==> src/rtl/uart_tx_ctrl_pkg.sv <==
// Shared types and defaults for the UART transmit path.
// The RX controller reuses the same frame-state encoding.
package uart_tx_ctrl_pkg;

  typedef enum logic [1:0] {
    ST_IDLE  = 2'd0,
    ST_START = 2'd1,
    ST_DATA  = 2'd2,
    ST_STOP  = 2'd3
  } tx_state_e;

  localparam int unsigned DEF_WIDTH       = 8;
  localparam int unsigned DEF_DATA_BITS   = 8;
  localparam int unsigned DEF_STOP_BITS   = 1;
  localparam int unsigned DEF_CLK_PER_BIT = 868;
  localparam int unsigned DEF_CNT_WIDTH   = 10;

  // Sized for up to 8 data bits and up to 2 stop bits
  localparam int unsigned BIT_IDX_W  = 3;
  localparam int unsigned STOP_IDX_W = 1;

endpackage

==> src/rtl/uart_tx_ctrl_if.sv <==
// Show-ahead TX FIFO read port: master is the FIFO, slave is the transmitter.
interface uart_tx_ctrl_if #(
  parameter int unsigned WIDTH = 8
);
  logic             fifo_empty;
  logic [WIDTH-1:0] fifo_rdata;
  logic             fifo_ren;

  modport master (output fifo_empty, output fifo_rdata, input fifo_ren);
  modport slave  (input fifo_empty, input fifo_rdata, output fifo_ren);
endinterface

==> src/rtl/uart_baud_cnt.sv <==
// Bit-period counter with clear/enable; o_term_c flags the last cycle of a bit.
module uart_baud_cnt #(
  parameter int unsigned CNT_WIDTH   = 10,
  parameter int unsigned CLK_PER_BIT = 868
) (
  input  logic clk,
  input  logic rst,
  input  logic i_clr,
  input  logic i_en,
  output logic o_term_c
);

  localparam logic [CNT_WIDTH-1:0] TERM = CNT_WIDTH'(CLK_PER_BIT - 1);

  logic [CNT_WIDTH-1:0] r_cnt;

  assign o_term_c = i_en && (r_cnt == TERM);

  always_ff @(posedge clk) begin
    if (rst || i_clr) begin
      r_cnt <= '0;
    end else if (i_en) begin
      r_cnt <= o_term_c ? '0 : r_cnt + 1'b1;
    end
  end

endmodule

==> src/rtl/uart_tx_ctrl.sv <==
// UART transmit controller: pops bytes from a show-ahead FIFO and frames them
// as start + DATA_BITS (LSB first) + STOP_BITS on txd.
module uart_tx_ctrl
  import uart_tx_ctrl_pkg::*;
#(
  parameter int unsigned WIDTH       = DEF_WIDTH,
  parameter int unsigned DATA_BITS   = DEF_DATA_BITS,
  parameter int unsigned STOP_BITS   = DEF_STOP_BITS,
  parameter int unsigned CLK_PER_BIT = DEF_CLK_PER_BIT,
  parameter int unsigned CNT_WIDTH   = DEF_CNT_WIDTH
) (
  input  logic           clk,
  input  logic           rst,
  input  logic           i_tx_en,
  uart_tx_ctrl_if.slave  fifo,
  output logic           o_txd,
  output logic           o_tx_busy,
  output logic           o_tx_done
);

  tx_state_e               r_state;
  logic                    r_txd;
  logic                    r_busy;
  logic                    r_done;
  logic [DATA_BITS-1:0]    r_shift;
  logic [BIT_IDX_W-1:0]    r_bit_idx;
  logic [STOP_IDX_W-1:0]   r_stop_idx;

  logic                    w_term;
  logic                    w_last_stop;
  logic                    w_pop;
  logic [DATA_BITS-1:0]    w_rdata;

  assign w_rdata = fifo.fifo_rdata[DATA_BITS-1:0];

  generate
    if (WIDTH > DATA_BITS) begin : g_hi_bits
      logic w_unused_hi;
      assign w_unused_hi = ^fifo.fifo_rdata[WIDTH-1:DATA_BITS];
    end
  endgenerate

  // A new frame may start from idle or on the final stop cycle (no idle gap)
  assign w_last_stop = (r_state == ST_STOP) && w_term &&
                       (r_stop_idx == STOP_IDX_W'(STOP_BITS - 1));
  assign w_pop = !rst && i_tx_en && !fifo.fifo_empty &&
                 ((r_state == ST_IDLE) || w_last_stop);
  assign fifo.fifo_ren = w_pop;

  uart_baud_cnt #(
    .CNT_WIDTH   (CNT_WIDTH),
    .CLK_PER_BIT (CLK_PER_BIT)
  ) u_baud_cnt (
    .clk      (clk),
    .rst      (rst),
    .i_clr    (w_pop),
    .i_en     (r_state != ST_IDLE),
    .o_term_c (w_term)
  );

  always_ff @(posedge clk) begin
    if (rst) begin
      r_state    <= ST_IDLE;
      r_txd      <= 1'b1;
      r_busy     <= 1'b0;
      r_done     <= 1'b0;
      r_shift    <= '0;
      r_bit_idx  <= '0;
      r_stop_idx <= '0;
    end else begin
      r_done <= 1'b0;
      if (w_pop) begin
        r_state <= ST_START;
        r_shift <= w_rdata;
        r_txd   <= 1'b0;
        r_busy  <= 1'b1;
        r_done  <= w_last_stop;
      end else begin
        case (r_state)
          ST_IDLE: begin
            r_txd <= 1'b1;
          end
          ST_START: begin
            if (w_term) begin
              r_state   <= ST_DATA;
              r_bit_idx <= '0;
              r_txd     <= r_shift[0];
            end
          end
          ST_DATA: begin
            if (w_term) begin
              r_shift <= r_shift >> 1;
              if (r_bit_idx == BIT_IDX_W'(DATA_BITS - 1)) begin
                r_state    <= ST_STOP;
                r_stop_idx <= '0;
                r_txd      <= 1'b1;
              end else begin
                r_bit_idx <= r_bit_idx + 1'b1;
                r_txd     <= r_shift[1];
              end
            end
          end
          ST_STOP: begin
            if (w_last_stop) begin
              r_state <= ST_IDLE;
              r_busy  <= 1'b0;
              r_done  <= 1'b1;
            end else if (w_term) begin
              r_stop_idx <= r_stop_idx + 1'b1;
            end
          end
          default: begin
            r_state <= ST_IDLE;
          end
        endcase
      end
    end
  end

  assign o_txd     = r_txd;
  assign o_tx_busy = r_busy;
  assign o_tx_done = r_done;

endmodule

==> src/flat_wrapper.sv <==
// flat-port wrapper written by rule: the top's interface ports become plain ports
module uart_tx_ctrl_flat import uart_tx_ctrl_pkg::*;
#(
  parameter int unsigned WIDTH       = DEF_WIDTH,
  parameter int unsigned DATA_BITS   = DEF_DATA_BITS,
  parameter int unsigned STOP_BITS   = DEF_STOP_BITS,
  parameter int unsigned CLK_PER_BIT = DEF_CLK_PER_BIT,
  parameter int unsigned CNT_WIDTH   = DEF_CNT_WIDTH
)
  (clk, rst, i_tx_en, o_txd, o_tx_busy, o_tx_done, fifo_fifo_empty, fifo_fifo_rdata, fifo_fifo_ren);
  uart_tx_ctrl_if #(.WIDTH(WIDTH)) fifo_i ();
  input  logic clk;
  input  logic rst;
  input  logic i_tx_en;
  output logic o_txd;
  output logic o_tx_busy;
  output logic o_tx_done;
  input wire logic [$bits(fifo_i.fifo_empty)-1:0] fifo_fifo_empty;
  input wire logic [$bits(fifo_i.fifo_rdata)-1:0] fifo_fifo_rdata;
  output wire logic [$bits(fifo_i.fifo_ren)-1:0] fifo_fifo_ren;
  assign fifo_i.fifo_empty = fifo_fifo_empty;
  assign fifo_i.fifo_rdata = fifo_fifo_rdata;
  assign fifo_fifo_ren = fifo_i.fifo_ren;
  uart_tx_ctrl #(.WIDTH(WIDTH), .DATA_BITS(DATA_BITS), .STOP_BITS(STOP_BITS), .CLK_PER_BIT(CLK_PER_BIT), .CNT_WIDTH(CNT_WIDTH)) u_core (.clk(clk), .rst(rst), .i_tx_en(i_tx_en), .fifo(fifo_i), .o_txd(o_txd), .o_tx_busy(o_tx_busy), .o_tx_done(o_tx_done));
endmodule
==> config.mk <==
export PLATFORM = sky130hd
export DESIGN_NAME = uart_tx_ctrl_flat
export DESIGN_NICKNAME = d
export VERILOG_FILES = /design/src/rtl/uart_tx_ctrl_pkg.sv /design/src/rtl/uart_tx_ctrl_if.sv /design/src/rtl/uart_baud_cnt.sv /design/src/rtl/uart_tx_ctrl.sv /design/src/flat_wrapper.sv
export SDC_FILE = /design/constraint.sdc
export NUM_CORES = 1
export LEC_CHECK = 0
export CAP_MARGIN = 20
export CORE_ASPECT_RATIO = 1.1
export CORE_MARGIN = 2
export CORE_UTILIZATION = 48
export DETAILED_ROUTE_END_ITERATION = 10
export PLACE_DENSITY_LB_ADDON = 0.2
export SKIP_CTS_REPAIR_TIMING = 1
export SYNTH_ARGS = -nofsm -noshare
export SYNTH_HDL_FRONTEND = slang
export SYNTH_HIERARCHICAL = 1
export SYNTH_SLANG_ARGS = --single-unit
==> constraint.sdc <==
create_clock -name clk -period 7.8 [get_ports clk]
set_clock_uncertainty 0.1 [all_clocks]
set_input_delay 1.56 -clock clk [delete_from_list [all_inputs] [get_ports clk]]
set_output_delay 1.56 -clock clk [all_outputs]
set_load 0.005 [all_outputs]
==> results of run 1 <==
-- logic make-up (layout without fill, tap and decap cells) --
group	after synthesis	after routing	share of synthesized area (%)
DFF	27	27	36.8
muxes	2	2	1.36
AOI/OAI and AO/OA	41	41	23.1
adders and majority gates	7	7	5.97
xor gates and xnor gates	3	3	1.79
buffers and inverters	16	28	5.54
and+or+nand+nor	67	67	25.4
-- cells in the mapped netlist, types with 3 or more instances --
| master | number |
|---|---|
| dfxtp_1 | 27 |
| ha_1 | 7 |
| a311oi_2 | 7 |
| clkbuf_1 | 3 |
| or3_1 | 3 |
| nand4_1 | 7 |
| o21ai_0 | 12 |
| inv_1 | 7 |
| a21oi_1 | 11 |
| nor2_2 | 7 |
| nand3b_1 | 3 |
| nand2_1 | 13 |
| nor2_1 | 8 |
| nand3_1 | 15 |
-- power groups by stage --
stage / Clock (mW) / Sequential [mW] / Combinational [mW]
after floorplan: 0 / 0.146 / 0.0165
after global placement: 0 / 0.146 / 0.0255
after detailed placement: 0 / 0.147 / 0.0260
after CTS: 0.0644 / 0.144 / 0.0265
after global routing: 0.0684 / 0.144 / 0.0289
final: 0.0600 / 0.144 / 0.0264
-- flip-flops by register name (all words and copies together) (netlist names) --
signal,cells
u_core/u_baud_cnt/r_cnt,10
u_core/r_shift,8
u_core/r_bit_idx,3
u_core/r_state,2
u_core/o_tx_busy,1
u_core/o_tx_done,1
u_core/o_txd,1
u_core/r_stop_idx,1
-- cell type report --
| type | instances | share of cell area, % |
|---|---|---|
| repair buffers | 16 | 9.55 |
| flip-flops and latches | 27 | 32.8 |
| multi-input cells | 120 | 51.6 |
| clock inverters | 1 | 0.303 |
| clock buffers | 3 | 1.36 |
| inverters | 8 | 1.82 |
| well taps | 34 | 2.58 |
-- metrics by stage --
stage,hold slack (ps),setup WS (ps)
finish,399,2300
global route,421,2160
CTS,391,2290
detailed placement,369,2320
global placement,360,2340
floorplan,345,3640
-- worst max-delay path by stage --
stage                       from            end  slack (ps)  cells after the start
3_5_place_dp                 rst  fifo_fifo_ren        2320                      5
3_3_place_gp                 rst  fifo_fifo_ren        2340                      5
4_1_cts                      rst  fifo_fifo_ren        2290                      5
5_1_grt                      rst  fifo_fifo_ren        2160                      5
6_report                     rst  fifo_fifo_ren        2300                      5
2_1_floorplan  u_core/r_state[0]  fifo_fifo_ren        3640                      9
-- metal layers --
| metal | vias to the layer above | GRT usage [%] |
|---|---|---|
| met2 | 33 | 34.4 |
| met3 | 8 | 2.07 |
| met5 | - | 0 |
| li1 | 630 | - |
| met1 | 592 | 22.8 |
| met4 | 0 | 9.86 |
-- worst max-delay path: stages --
cell and delay (ps):
clkdlybuf4s50_1 820, nor2_1 370, o211ai_4 310, inv_2 230, clkdlybuf4s50_1 530
==> metrics.md, run 1 <==
| Metric | Value |
|---|---|
| Worst Path Max Fanout | 21 |
| R2R setup slack | 4270 ps |
| Post-synth ARST share | 0% |
| Total wire length | 3100 um |
| Die Span Y | 62.0 um |
| Maxcap violations | 0 |
| First-pass GRT wire length | 5160 um |
| CP Data Required Time | 6140 ps |
| Commonest non-fill, non-tap cell in the layout | dfxtp_1 |
| Synth cell types | 40 |
| Post-synth EDFFs | 0 |
| Final setup viols | 0 |
| Grt total ovfl | 0 |
| Total GRT Usage | 19.0% |
| Largest net degree at the start of global routing | 22 |
| Clk slew on worst S/H paths | 150 ps |
| Area share of the largest cell type after synthesis | 36.8% |
| Internal power | 174 uW |
| Core Area | 0.00297 mm2 |
| Routed length per instance | 14.8 um |
| Crit path launch type | input pin |
| Status | finished clean |
| Min-Delay Path Class | flip-flop to flip-flop |
| Multi-input gate area | 852 um2 |
| FF+latch count, synth | 27 |
| VDD IR max | 0.000103 V |
| Data arrival, critical path | 3840 ps |
| Placed cell areas | 0.00162 mm2 |
| Hold_sp | u_core/r_shift[7] |
| RSZ-0062 raised after global routing | no |
| Vias per std cell | 6.04 |
| Post-Syn Instances | 163 |
| CTS Buffer Depth | 2 |
| Setup_tns | 0 ps |
| Endpoint, Worst Hold | u_core/r_shift[7] |
| Detail Route met2 WL | 1580 um |
| Final non-filler cell total | 209 |
| Core Rows | 21 |
| Critical path type | input pin to primary output |
| Switching pwr | 56.4 uW |
| Synth area leader | dfxtp_1 |
| Wire length on met3 | 112 um |
| Port Buf Inserts | 15 |
| Clock root cell | clkbuf_4 |
| Sequential-to-total area share from yosys stat | 36.8% |
| M1 WL | 1350 um |
| Cts bufs inserted | 3 |
| Fin area | 0.00165 mm2 |
| Nature of the critical path endpoint | primary output |
| Min-Delay Path Depth | 2 |
| Proportion of layout cells with a drive suffix above 1 | 14.3% |
| Synth warn | 6 |
| DRC errors left | 0 |
| Reg2reg start | u_core/r_state[1] |
| Syn_nets | 182 |
| Seq pwr share | 62.4% |
| Static Leak | 0.548 nW |
| H-tree levels | 1 |
| CTS tree | done |
| Clk pwr share | 26.1% |
| Reg2reg end | u_core/u_baud_cnt/r_cnt[7] |
| GP Congestion | 0.883 |
| Total Power | 230 uW |
| Nets@finish | 195 |
| Fin. max-slew vios | 0 |
| TritonCTS Sinks | 27 |
| Switching part of the total | 24.5% |
| Min Tclk post-route | 5500 ps |
| Combinational group share of total power | 11.5% |
| Num ports | 16 |
| Slew @ Worst Pin | 836 ps |
| Placed insts | 205 |
| Total number of vias | 1263 |
| Initial core utilization | 49.4% |
| FF-to-FF path depth | 13 |
| Max Fclk | 182 MHz |
| Final core utilization | 55.6% |
| Initial antenna violation count | 0 |
| Die area | 0.00352 mm2 |
| Ranking of synthesized cells by area | dfxtp_1, a311oi_2, ha_1, nand3_1, o21ai_0 |
| Area grow syn2layout | 12.4% |
| Hold Vio Cnt, Final | 0 |
| Period utilisation layout | 70.5% |
| DIE WIDTH | 56.7 um |
| Top routing layer used | met4 |
| Synth Flop Type | dfxtp_1 |
| Slew HR | 44.1% |
| Final ANT Viol Nets | 0 |
| DR iter-0 viols | 46 |
| Clk_lat worst skew | 320 ps |
| Detailed Place HPWL | 2230 um |
| Diodes inserted | 0 |
| Power Dens Cells | 139 mW/mm2 |
| Vias in the first global route | 1233 |
| Register area | 541 um2 |
| Layout filler cell count | 291 |
| Commonest non-fill, non-tap cells in the layout | dfxtp_1, clkdlybuf4s50_1, nand3_1 |
| Cell Area, Synth | 0.00147 mm2 |
| 1st-pass router iterations | 4 |
| Mean area per synthesized cell | 9.00 um2 |
No activity file was read; power rests on OpenSTA's default activity.
==> run 2: changes to the inputs <==
==> constraint.sdc (replaced) <==
create_clock -name clk -period 4.6 [get_ports clk]
set_clock_uncertainty 0.1 [all_clocks]
set_input_delay 0.92 -clock clk [delete_from_list [all_inputs] [get_ports clk]]
set_output_delay 0.92 -clock clk [all_outputs]
set_load 0.005 [all_outputs]
==> metrics.md, run 2 (same netlist as run 1, synthesis figures left out) <==
| Metric | Value |
|---|---|
| Data arrival, critical path | 3160 ps |
| CTS Buffer Depth | 2 |
| Slew @ Worst Pin | 598 ps |
| First-pass GRT wire length | 5030 um |
| Area grow syn2layout | 13.4% |
| Most flops, register | u_core/u_baud_cnt/r_cnt |
| Clk slew on worst S/H paths | 140 ps |
| VDD IR max | 0.000171 V |
| Total GRT Usage | 18.1% |
| DR iter-0 viols | 34 |
| CP Data Required Time | 3580 ps |
| TritonCTS Sinks | 27 |
| CP dominant cell by count | inv_1 |
| Vias per std cell | 5.91 |
| Num ports | 16 |
| Crit path launch type | flip-flop |
| Core Area | 0.00297 mm2 |
| Register area | 541 um2 |
| Die Span Y | 62.0 um |
| Setup_tns | 0 ps |
| Nature of the critical path endpoint | primary output |
| Worst Path Max Fanout | 9 |
| Multi-input gate area | 852 um2 |
| Final ANT Viol Nets | 0 |
| Initial core utilization | 49.4% |
| Grt total ovfl | 0 |
| Commonest non-fill, non-tap cell in the layout | dfxtp_1 |
| Clk_lat worst skew | 320 ps |
| Status | finished clean |
| Max Fclk | 239 MHz |
| Critical path type | flip-flop to primary output |
| Slew HR | 60.1% |
| Min Tclk post-route | 4180 ps |
| Cts bufs inserted | 3 |
| RSZ-0062 raised after global routing | no |
| Total number of vias | 1248 |
| WP buf/inv | 4 |
| Proportion of layout cells with a drive suffix above 1 | 14.7% |
| Vias in the first global route | 1223 |
| Diodes inserted | 0 |
| Fin. max-slew vios | 0 |
| Layout filler cell count | 279 |
| DIE WIDTH | 56.7 um |
| CP max stage cell | clkdlybuf4s50_1 |
| Min-Delay Path Class | flip-flop to flip-flop |
| Period utilisation layout | 91.0% |
| Power Dens Cells | 235 mW/mm2 |
| Largest net degree at the start of global routing | 21 |
| Total wire length | 2950 um |
| Commonest non-fill, non-tap cells in the layout | dfxtp_1, clkdlybuf4s50_1, nand3_1 |
| Final setup viols | 0 |
| Nets@finish | 197 |
| Maxcap violations | 0 |
| Crit path cell chain | inv_1 > ha_1 > inv_1 > nand2_1 > or4b_1 > nor4_2 > and3b_4 > o211ai_4 > inv_2 > clkdlybuf4s50_1 |
| Initial antenna violation count | 0 |
| Number of flip-flops in the largest register | 10 |
| CTS tree | done |
| Largest stage delay on the critical path | 520 ps |
| Total Power | 391 uW |
| Die area | 0.00352 mm2 |
| DRC errors left | 0 |
| Port Buf Inserts | 15 |
| Routed length per instance | 14.0 um |
| Clock root cell | clkbuf_4 |
| Detailed Place HPWL | 2180 um |
| GP Congestion | 0.768 |
| Static Leak | 0.554 nW |
| Largest registers | u_core/u_baud_cnt/r_cnt: 10 flops, u_core/r_shift: 8 flops, u_core/r_bit_idx: 3 flops |
| Hold Vio Cnt, Final | 0 |
| H-tree levels | 1 |
| 1st-pass router iterations | 4 |
| Core Rows | 21 |
| Top delay family on crit path | simple AND/OR/NAND/NOR gates |
[run 2: cell types whose count changed in the layout (fill, tap and decap cells not counted), sizes merged]
| cell | before | now |
|---|---|---|
| clkbuf | 3 | 4 |
| buf | 1 | 3 |
| clkinv | 1 | 0 |
[run 2: layout make-up]
type                            instances  area share [%]
Inverter                                8            1.80
Timing Repair Buffer                   18            10.4
Sequential cell                        27            32.5
Multi-Input combinational cell        120            51.2
Clock buffer                            4            1.58
Tap cell                               34            2.56
[run 2: metal layers]
layer  routed length (um)  GRT usage [%]
met1                 1300           20.9
met5                    0              0
met4                   39           8.50
met3                   80           3.93
met2                 1530           32.7
[run 2: per-stage QoR]
| step | worst slack [ps] | cell area (um2) | hold WS (ps) | util (%) | instances |
|---|---|---|---|---|---|
| after global routing | 175 | 1660 | 414 | 56.0 | 211 |
| after CTS | 390 | 1660 | 401 | 56.0 | 211 |
| after floorplan | 1080 | 1470 | 345 | - | 163 |
| after detailed placement | 776 | 1640 | 376 | 55.2 | 207 |
| final | 415 | 1660 | 399 | 56.0 | 211 |
| after global placement | 885 | 1640 | 361 | 55.2 | 207 |
[run 2: path summary, 6_finish.rpt]
kind	to	cells after the start	start	slack, ps
min reg2reg	u_core/r_shift[7]	2	u_core/r_shift[7]	400
min	u_core/r_shift[7]	2	u_core/r_shift[7]	400
max reg2reg	u_core/r_bit_idx[2]	11	u_core/r_state[0]	1620
max	fifo_fifo_ren	10	u_core/r_state[0]	420
[run 2: power breakdown]
group	switching [mW]	leakage, nW	internal (mW)	total (mW)
Combinational	0.0221	0.320	0.0229	0.0451
Sequential	0.00389	0.219	0.240	0.244
Clock	0.0683	0.0150	0.0339	0.102
Total	0.0944	0.554	0.297	0.391
[run 2: tightest hold or removal path: cells and delay by family, from the launching register on]
kind | cells | cell delay [ps]
flops | 1 | 340
simple gates | 1 | 70
compound gates | 1 | 60
==> run 3: changes to the inputs <==
==> constraint.sdc (replaced) <==
create_clock -name clk -period 4.2 [get_ports clk]
set_clock_uncertainty 0.1 [all_clocks]
set_input_delay 0.84 -clock clk [delete_from_list [all_inputs] [get_ports clk]]
set_output_delay 0.84 -clock clk [all_outputs]
set_load 0.005 [all_outputs]
==> metrics.md, run 3 (same netlist as run 1, synthesis figures left out) <==
| Metric | Value |
|---|---|
| Number of flip-flops in the largest register | 10 |
| Grt total ovfl | 0 |
| Hold Vio Cnt, Final | 0 |
| Period utilisation layout | 95.1% |
| CP Data Required Time | 3260 ps |
| Final setup viols | 0 |
| Slew @ Worst Pin | 603 ps |
| Reg2reg start | u_core/r_state[0] |
| Total GRT Usage | 18.9% |
| Register area | 543 um2 |
| Final ANT Viol Nets | 0 |
| R2R setup slack | 1300 ps |
| Detail Route met2 WL | 1570 um |
| Critical path type | flip-flop to primary output |
| Crit path cell chain | inv_1 > ha_1 > inv_2 > nand2_1 > or4b_1 > nor4_4 > and3b_4 > o211ai_4 > inv_2 > clkdlybuf4s50_1 |
| Vias in the first global route | 1164 |
| Clk slew on worst S/H paths | 140 ps |
| CP max stage cell | or4b_1 |
| GP Congestion | 0.760 |
| RSZ-0062 raised after global routing | no |
| Crit path launch type | flip-flop |
| Wire length on met3 | 87 um |
| Vias per std cell | 5.98 |
| DR iter-0 viols | 46 |
| Total Power | 428 uW |
| Diodes inserted | 0 |
| Min-Delay Path Depth | 2 |
| Worst Path Max Fanout | 9 |
| Largest net degree at the start of global routing | 21 |
| H-tree levels | 1 |
| Nature of the critical path endpoint | primary output |
| DIE WIDTH | 56.7 um |
| Core Area | 0.00297 mm2 |
| Routed length per instance | 14.6 um |
| Initial core utilization | 49.4% |
| Min-Delay Path Class | flip-flop to flip-flop |
| Largest stage delay on the critical path | 550 ps |
| Top routing layer used | met4 |
| Hold_sp | u_core/r_shift[7] |
| Slack of the critical path | 206 ps |
| FF-to-FF path depth | 11 |
| Total wire length | 3080 um |
| Initial antenna violation count | 0 |
| Max Fclk | 250 MHz |
| Status | finished clean |
| Cts bufs inserted | 3 |
| Core Rows | 21 |
| Nets@finish | 197 |
| 1st-pass router iterations | 4 |
| Slew HR | 59.8% |
| Clk_lat worst skew | 320 ps |
| Clock root cell | clkbuf_4 |
| CP dominant cell by count | inv_2 |
| CTS Buffer Depth | 2 |
| M1 WL | 1360 um |
| Layout filler cell count | 277 |
| Most flops, register | u_core/u_baud_cnt/r_cnt |
| Place WS | 484 ps |
| Commonest non-fill, non-tap cells in the layout | dfxtp_1, clkdlybuf4s50_1, nand3_1 |
| Die Span Y | 62.0 um |
| Proportion of layout cells with a drive suffix above 1 | 16.4% |
| Power Dens Cells | 255 mW/mm2 |
| Setup_tns | 0 ps |
| Multi-input gate area | 861 um2 |
| DRC errors left | 0 |
| Fin. max-slew vios | 0 |
| VDD IR max | 0.000166 V |
| Detailed Place HPWL | 2190 um |
| Area grow syn2layout | 14.2% |
| CTS tree | done |
| Num ports | 16 |
| Largest registers | u_core/u_baud_cnt/r_cnt: 10 flops, u_core/r_shift: 8 flops, u_core/r_bit_idx: 3 flops |
| TritonCTS Sinks | 27 |
| First-pass GRT wire length | 5060 um |
| Die area | 0.00352 mm2 |
| Port Buf Inserts | 15 |
| Endpoint, Worst Hold | u_core/r_shift[7] |
| Min Tclk post-route | 3990 ps |
| Commonest non-fill, non-tap cell in the layout | dfxtp_1 |
| Static Leak | 0.553 nW |
| Reg2reg end | u_core/r_bit_idx[1] |
| Data arrival, critical path | 3050 ps |
| Total number of vias | 1261 |
| Maxcap violations | 0 |
run 3: changes by cell type in the layout (fill, tap and decap cells not counted):
| cell | before | now |
|---|---|---|
| dfxtp_1 | 27 | 25 |
| dfxtp_2 | 0 | 2 |
| nor4_4 | 0 | 1 |
| nor4_2 | 1 | 0 |
| inv_1 | 7 | 6 |
| inv_2 | 1 | 2 |
run 3: worst max path at each step:
| stage | start | end | slack, ps | depth (start not counted) |
|---|---|---|---|---|
| final | u_core/r_state[0] | fifo_fifo_ren | 210 | 10 |
| after global routing | u_core/r_state[0] | fifo_fifo_ren | 20 | 10 |
| after CTS | u_core/r_state[0] | fifo_fifo_ren | 80 | 10 |
| after detailed placement | u_core/r_state[0] | fifo_fifo_ren | 480 | 10 |
| after global placement | u_core/r_state[0] | fifo_fifo_ren | 560 | 10 |
| after floorplan | u_core/r_state[0] | fifo_fifo_ren | 760 | 9 |
run 3: area by class of cell:
cell class | instances | area share [%]
Multi-Input combinational cell | 120 | 51.4
Timing Repair Buffer | 18 | 10.3
Tap cell | 34 | 2.54
Sequential cell | 27 | 32.4
Clock buffer | 4 | 1.57
Inverter | 8 | 1.79
run 3: stage by stage:
stage / instance area, um2 / instances / hold slack [ps] / util, %
after floorplan: 1470 / 163 / 345 / -
after global placement: 1640 / 207 / 364 / 55.2
after detailed placement: 1640 / 207 / 373 / 55.2
after CTS: 1660 / 211 / 392 / 56.0
after global routing: 1680 / 211 / 401 / 56.4
final: 1680 / 211 / 396 / 56.4
run 3: worst max-delay path, delay by kind of cell (launching register included):
family	cells	cell delay [ps]
buf+inv	4	880
flops	1	370
compound gates	1	80
simple gates	4	1160
fa+ha+maj	1	260
run 3: per-layer routing:
metal | vias to the layer above | global-route usage (%)
met5 | - | 0
met4 | 0 | 8.50
met3 | 4 | 3.11
met2 | 21 | 36.0
met1 | 609 | 21.1
li1 | 627 | -
run 3: report_power, final:
group | internal, mW | leakage [nW] | switching [mW]
clock | 0.0372 | 0.0150 | 0.0743
sequential | 0.263 | 0.220 | 0.00391
combinational | 0.0251 | 0.319 | 0.0246
